--- src/rtl/sample_timer_pkg.sv ---
// sample_timer_pkg -- shared definitions for the sample_timer block.
//   state_e          : frame FSM encoding (IDLE, RUN, DONE)
//   DEF_PERIOD_BITS  : default width of the clocks-per-bit count
//   DEF_BIT_BITS     : default width of the bits-per-frame count
package sample_timer_pkg;

  localparam int DEF_PERIOD_BITS = 4;
  localparam int DEF_BIT_BITS    = 4;

  typedef enum logic [1:0] {
    ST_IDLE = 2'd0,
    ST_RUN  = 2'd1,
    ST_DONE = 2'd2
  } state_e;

endpackage

--- src/rtl/sample_timer_rate_counter.sv ---
// rate_counter -- loadable up-counter with a programmable wrap point.
//   clk, n_rst : clock, asynchronous active-low reset (count -> 0)
//   load       : load load_val this edge (takes priority over enable)
//   load_val   : value loaded on load
//   enable     : advance this edge
//   wrap_val   : when count equals this, the next advance goes to wrap_to
//   wrap_to    : value taken after an advance from wrap_val
//   count      : current registered count
//   terminal   : count == wrap_val
module rate_counter
  import sample_timer_pkg::*;
#(
  parameter int W = DEF_PERIOD_BITS
) (
  input  logic         clk,
  input  logic         n_rst,
  input  logic         load,
  input  logic [W-1:0] load_val,
  input  logic         enable,
  input  logic [W-1:0] wrap_val,
  input  logic [W-1:0] wrap_to,
  output logic [W-1:0] count,
  output logic         terminal
);

  logic [W-1:0] count_q;
  logic [W-1:0] count_d;

  always_comb begin
    count_d = count_q;
    if (load) begin
      count_d = load_val;
    end else if (enable) begin
      if (count_q == wrap_val) begin
        count_d = wrap_to;
      end else begin
        count_d = count_q + W'(1);
      end
    end
  end

  always_ff @(posedge clk or negedge n_rst) begin
    if (!n_rst) begin
      count_q <= '0;
    end else begin
      count_q <= count_d;
    end
  end

  assign count    = count_q;
  assign terminal = (count_q == wrap_val);

endmodule

--- src/rtl/sample_timer.sv ---
// sample_timer -- frame timer producing one sample strobe per bit period.
//   clk, n_rst     : clock, asynchronous active-low reset
//   start          : begins a frame when idle (level, sampled every edge)
//   stop           : aborts a running frame (no frame_done)
//   bit_period     : clocks per bit P (latched at start, 0 treated as 1)
//   bits_per_frame : bits per frame N (latched at start, 0 treated as 1)
//   sample_strobe  : one-cycle pulse per bit
//   frame_done     : one-cycle pulse in the DONE state
//   busy           : high in RUN and DONE
//   bit_count      : bits completed in the current/last frame
// Optional build macro SAMPLE_TIMER_MIDBIT_EN moves the strobe to the middle
// of each bit period, at period count (P+1)>>1; bit and frame timing unchanged.
// All outputs are decoded from registered state and counters only.
module sample_timer
  import sample_timer_pkg::*;
#(
  parameter int PERIOD_BITS = DEF_PERIOD_BITS,
  parameter int BIT_BITS    = DEF_BIT_BITS
) (
  input  logic                   clk,
  input  logic                   n_rst,
  input  logic                   start,
  input  logic                   stop,
  input  logic [PERIOD_BITS-1:0] bit_period,
  input  logic [BIT_BITS-1:0]    bits_per_frame,
  output logic                   sample_strobe,
  output logic                   frame_done,
  output logic                   busy,
  output logic [BIT_BITS-1:0]    bit_count
);

  state_e                 state_q, state_d;
  logic [PERIOD_BITS-1:0] per_lat_q, per_lat_d;
  logic [BIT_BITS-1:0]    bits_lat_q, bits_lat_d;

  logic                   per_load, per_en, per_term;
  logic                   bit_load, bit_en, bit_last;
  logic [PERIOD_BITS-1:0] period_cnt;
  logic [BIT_BITS-1:0]    bit_cnt;
  logic [BIT_BITS-1:0]    bits_last_val;
  logic                   strobe_hit;

  // The bit counter's wrap point is N-1 and it "wraps" to N, so its
  // terminal flag marks the last bit and the final advance parks it at N.
  assign bits_last_val = bits_lat_q - BIT_BITS'(1);

  rate_counter #(.W(PERIOD_BITS)) u_period_cnt (
    .clk      (clk),
    .n_rst    (n_rst),
    .load     (per_load),
    .load_val (PERIOD_BITS'(1)),
    .enable   (per_en),
    .wrap_val (per_lat_q),
    .wrap_to  (PERIOD_BITS'(1)),
    .count    (period_cnt),
    .terminal (per_term)
  );

  rate_counter #(.W(BIT_BITS)) u_bit_cnt (
    .clk      (clk),
    .n_rst    (n_rst),
    .load     (bit_load),
    .load_val ('0),
    .enable   (bit_en),
    .wrap_val (bits_last_val),
    .wrap_to  (bits_lat_q),
    .count    (bit_cnt),
    .terminal (bit_last)
  );

`ifdef SAMPLE_TIMER_MIDBIT_EN
  // One extra bit so P = all-ones does not overflow before the halving.
  logic [PERIOD_BITS:0] mid_sum;
  assign mid_sum    = {1'b0, per_lat_q} + {{PERIOD_BITS{1'b0}}, 1'b1};
  assign strobe_hit = (period_cnt == mid_sum[PERIOD_BITS:1]);
`else
  assign strobe_hit = per_term;
`endif

  always_comb begin
    state_d    = state_q;
    per_lat_d  = per_lat_q;
    bits_lat_d = bits_lat_q;
    per_load   = 1'b0;
    per_en     = 1'b0;
    bit_load   = 1'b0;
    bit_en     = 1'b0;
    case (state_q)
      ST_IDLE: begin
        if (start) begin
          per_lat_d  = (bit_period == '0) ? PERIOD_BITS'(1) : bit_period;
          bits_lat_d = (bits_per_frame == '0) ? BIT_BITS'(1) : bits_per_frame;
          per_load   = 1'b1;
          bit_load   = 1'b1;
          state_d    = ST_RUN;
        end
      end
      ST_RUN: begin
        // stop wins over the end-of-bit advance and the DONE transition.
        if (stop) begin
          state_d = ST_IDLE;
        end else begin
          per_en = 1'b1;
          if (per_term) begin
            bit_en = 1'b1;
            if (bit_last) begin
              state_d = ST_DONE;
            end
          end
        end
      end
      ST_DONE: begin
        state_d = ST_IDLE;
      end
      default: begin
        state_d = ST_IDLE;
      end
    endcase
  end

  always_ff @(posedge clk or negedge n_rst) begin
    if (!n_rst) begin
      state_q    <= ST_IDLE;
      per_lat_q  <= '0;
      bits_lat_q <= '0;
    end else begin
      state_q    <= state_d;
      per_lat_q  <= per_lat_d;
      bits_lat_q <= bits_lat_d;
    end
  end

  assign sample_strobe = (state_q == ST_RUN) && strobe_hit;
  assign frame_done    = (state_q == ST_DONE);
  assign busy          = (state_q != ST_IDLE);
  assign bit_count     = bit_cnt;

endmodule

--- config.mk ---
export PLATFORM = sky130hd
export DESIGN_NAME = sample_timer
export DESIGN_NICKNAME = d
export VERILOG_FILES = /design/src/rtl/sample_timer_pkg.sv /design/src/rtl/sample_timer_rate_counter.sv /design/src/rtl/sample_timer.sv
export SDC_FILE = /design/constraint.sdc
export NUM_CORES = 1
export LEC_CHECK = 0
export ABC_AREA = 0
export BUFFER_PORTS_ARGS = -buffer_cell sky130_fd_sc_hd__buf_4
export CAP_MARGIN = 20
export CORE_ASPECT_RATIO = 0.9
export CORE_MARGIN = 5
export CORE_UTILIZATION = 55
export CTS_BUF_LIST = sky130_fd_sc_hd__clkbuf_2 sky130_fd_sc_hd__clkbuf_4 sky130_fd_sc_hd__clkbuf_8
export DETAILED_ROUTE_END_ITERATION = 16
export GPL_TIMING_DRIVEN = 0
export PLACE_DENSITY = 0.79
export SYNTH_ARGS = -nofsm -noshare
export SYNTH_HDL_FRONTEND = slang
export SYNTH_SLANG_ARGS = --single-unit
--- constraint.sdc ---
create_clock -name clk -period 1.8 [get_ports clk]
set_input_delay 0.27 -clock clk [delete_from_list [all_inputs] [get_ports clk]]
set_output_delay 0.27 -clock clk [all_outputs]
set_load 0.03 [all_outputs]
==> results.yml <==
setup_path:
  worst_setup_path_start_kind: "register"
  r2r-end: "u_bit_cnt.count[3]"
  arrival_ns: 1.46
  crit_type: "reg2out"
  reg2reg_from: "bits_lat_q[0]"
  path_max_fanout: 4
  worstPathRequired_ns: 1.53
  rr_worst_depth: 7
  ff2ff_setup_slack_ns: 0.11
  crit_path_end_kind: "output pin"
timing:
  fin_ws_ns: 0.0735
  worst_pin_slew_ns: 0.337
  finalCritPeriodShare_pct: 95.9
  max_freq_ghz: 0.579
  report.final.slew_viol_count: 0
  fin_crit_ns: 1.73
  setup_tns_ns: 0
  hold_slack_ns: 0.156
  finClkSkew_ns: 0.00348
  slew_headroom_pct: 77.5
  hold_violations: 0
  setup_violations: 0
routing:
  via_per_inst: 5.45
  post_drt_wl_per_cell_um: 14.0
  drt_iter0_drc: 8
  routed_wl_um: 2170
  firstDrtPassIters: 4
  vias: 845
  detail-route-antenna-nets: 0
  drc: 0
cts:
  cts.clk_slew.worst_paths_ns: 0.10
  cts_buffers: 3
  cts_htree_levels: 1
  cts_tree: "done"
  cts.path.max_buffers: 2
  cts_root_buf: "clkbuf_4"
  cts_sinks: 18
  clock_latency_ns: 0.30
synthesis:
  ys_seq_area_share_pct: 45.3
  synth_mux_area_share_pct: 2.02
  synth_seq_cells: 18
  synth_xor_area_share_pct: 9.70
  syn_nets: 121
  synth-simple-area-share_pct: 25.9
  synth_compound_area_share_pct: 11.2
  synth_cell_types: 31
  synth_fa_ha_area_share_pct: 3.78
  syn_avg_cell_area_sq_um: 9.37
  synth_top_family_by_area: "simple AND/OR/NAND/NOR gates"
  ys.warnings.count: 0
  netlist_area_sq_um: 993
  synth_cells: 106
place:
  place_ws_ns: 0.113
  io_buffer_count: 18
  dpl.hpwl_um: 1580
  place_area_sq_mm: 0.00116
  place_congestion: 0.780
job:
  maxCapViolations: 0
global_routing:
  grt_pass1_wl_um: 3550
  grt_pass1_vias: 814
  grt-ovfl-total: 0
  grt_antenna_before_repair: 0
  grtUsageTotal_pct: 18.2
  grt_max_degree: 19
power:
  p_leak_uw: 0.000614
  max-vdd-ir-drop_mv: 0.656
  power.density_mw_per_mm2: 1170
floorplan:
  die_width_um: 54.8
  io_pins: 19
  die-area_sq_mm: 0.00276
  die_height_um: 50.3
  rows: 14
  core-area_sq_mm: 0.00170
  start_util_pct: 58.5
layout:
  drive_gt1_share_pct: 25.2
  final_nets: 148
  n_antenna_cell: 0
  multi_input_area_sq_um: 538
  design_area_sq_mm: 0.00123
  fillers: 131
  regArea_sq_um: 450
  areaGrowthSynthToFinish_pct: 23.7
run_status:
  status: "completed"
hold_path:
  worstHoldPathCells: 3
  hold_end: "per_lat_q[3]"
  hp-class: "in2reg"
  min_from: "bit_period[3]"
-- power by group --
part           internal [uW]  switching, uW  total, uW  leakage (uW)
registers                493            112        605      0.000231
logic                    274            341        615      0.000369
clock network           78.2            135        213     0.0000138
-- cell type report --
class / count / area share [%]
multi-input cells: 83 / 43.8
flip-flops and latches: 18 / 36.7
repair buffers: 22 / 13.6
well taps: 24 / 2.44
clock buffers: 3 / 1.83
inverters: 4 / 1.22
plain buffers: 1 / 0.407
-- sequential cells by signal, summed over array words and instances, names as in the netlist --
register and count:
bits_lat_q 4, per_lat_q 4, state_q 2, u_bit_cnt.count 4, u_period_cnt.count 4
-- worst max path at each step --
stage	slack [ns]	from	depth (start not counted)	end
floorplan	0.24	bits_lat_q[0]	7	u_bit_cnt.count[2]
global placement	0.18	bits_lat_q[0]	7	u_bit_cnt.count[2]
detailed placement	0.11	bits_lat_q[1]	7	u_bit_cnt.count[3]
CTS	0.004	u_period_cnt.count[0]	4	sample_strobe
global route	-0.02	u_period_cnt.count[1]	4	sample_strobe
finish	0.07	u_period_cnt.count[1]	4	sample_strobe
-- cell usage after synthesis (all sizes together) --
master	count	area, sq um
buf	1	5.00
and4	1	8.76
nor2	5	21.3
nand3	4	20.0
ha	3	37.5
a32oi	1	8.76
a21o	1	7.51
nand2b	1	6.26
inv	4	15.0
o22ai	2	12.5
dfrtp	18	450
nand4b	1	8.76
mux2i	2	20.0
and2	1	6.26
nand2	25	93.8
and2b	1	7.51
nor3	4	25.0
a31oi	1	6.26
o21ai	9	45.0
xnor2	7	61.3
nand4	2	33.8
and3	1	6.26
a21oi	3	15.0
nor2b	2	12.5
o311ai	1	16.3
nor3b	1	7.51
xor2	4	35.0
-- placed cells by master, fill, tap and decap left out, types with 2 or more instances in the layout --
cell type	instances
inv_1	3
ha_1	3
o22ai_1	2
clkbuf_4	3
nor3_1	3
mux2i_1	2
o21ai_0	8
xor2_1	4
nor2b_1	2
buf_4	21
dfrtp_1	18
nand2_1	25
xnor2_2	2
nand3_1	4
a21oi_1	3
xnor2_1	5
nor2_1	4
-- stage by stage --
stage | instances | utilization, % | total power, uW
after global placement | 148 | 68.2 | 1120
after floorplan | 106 | - | 992
after global routing | 155 | 72.3 | 1520
after detailed placement | 148 | 68.2 | 1150
final | 155 | 72.3 | 1430
after CTS | 152 | 70.1 | 1360
-- cells by family (layout without fill, tap and decap cells) --
kind of cell	Yosys count	count (layout)
AOI/OAI and AO/OA	18	18
xor gates and xnor gates	11	11
adders and majority gates	3	3
buffers and inverters	5	30
DFF	18	18
muxes	2	2
and+or+nand+nor	49	49
-- layer usage --
metal	global-route usage [%]	up-vias	share of wire, %
li1	-	418	-
met1	22.3	404	46
met2	28.9	18	48
met3	3.55	5	4.4
met4	10.8	0	2.2
met5	0	-	0
-- timing repair --
action,4_1_cts,5_1_grt
buffers inserted,0,3
setup endpoints to repair,0,2
endpoints found under the hold margin,18,0
gates resized for setup,0,3
hold buffers,1,0
-- worst max-delay path, cell delays in order, from the launching register on --
cell	delay (ns)
dfrtp_1	0.44
xnor2_1	0.23
nand4_2	0.18
nor2_1	0.13
buf_4	0.16
(Power assumes the default switching activity.)
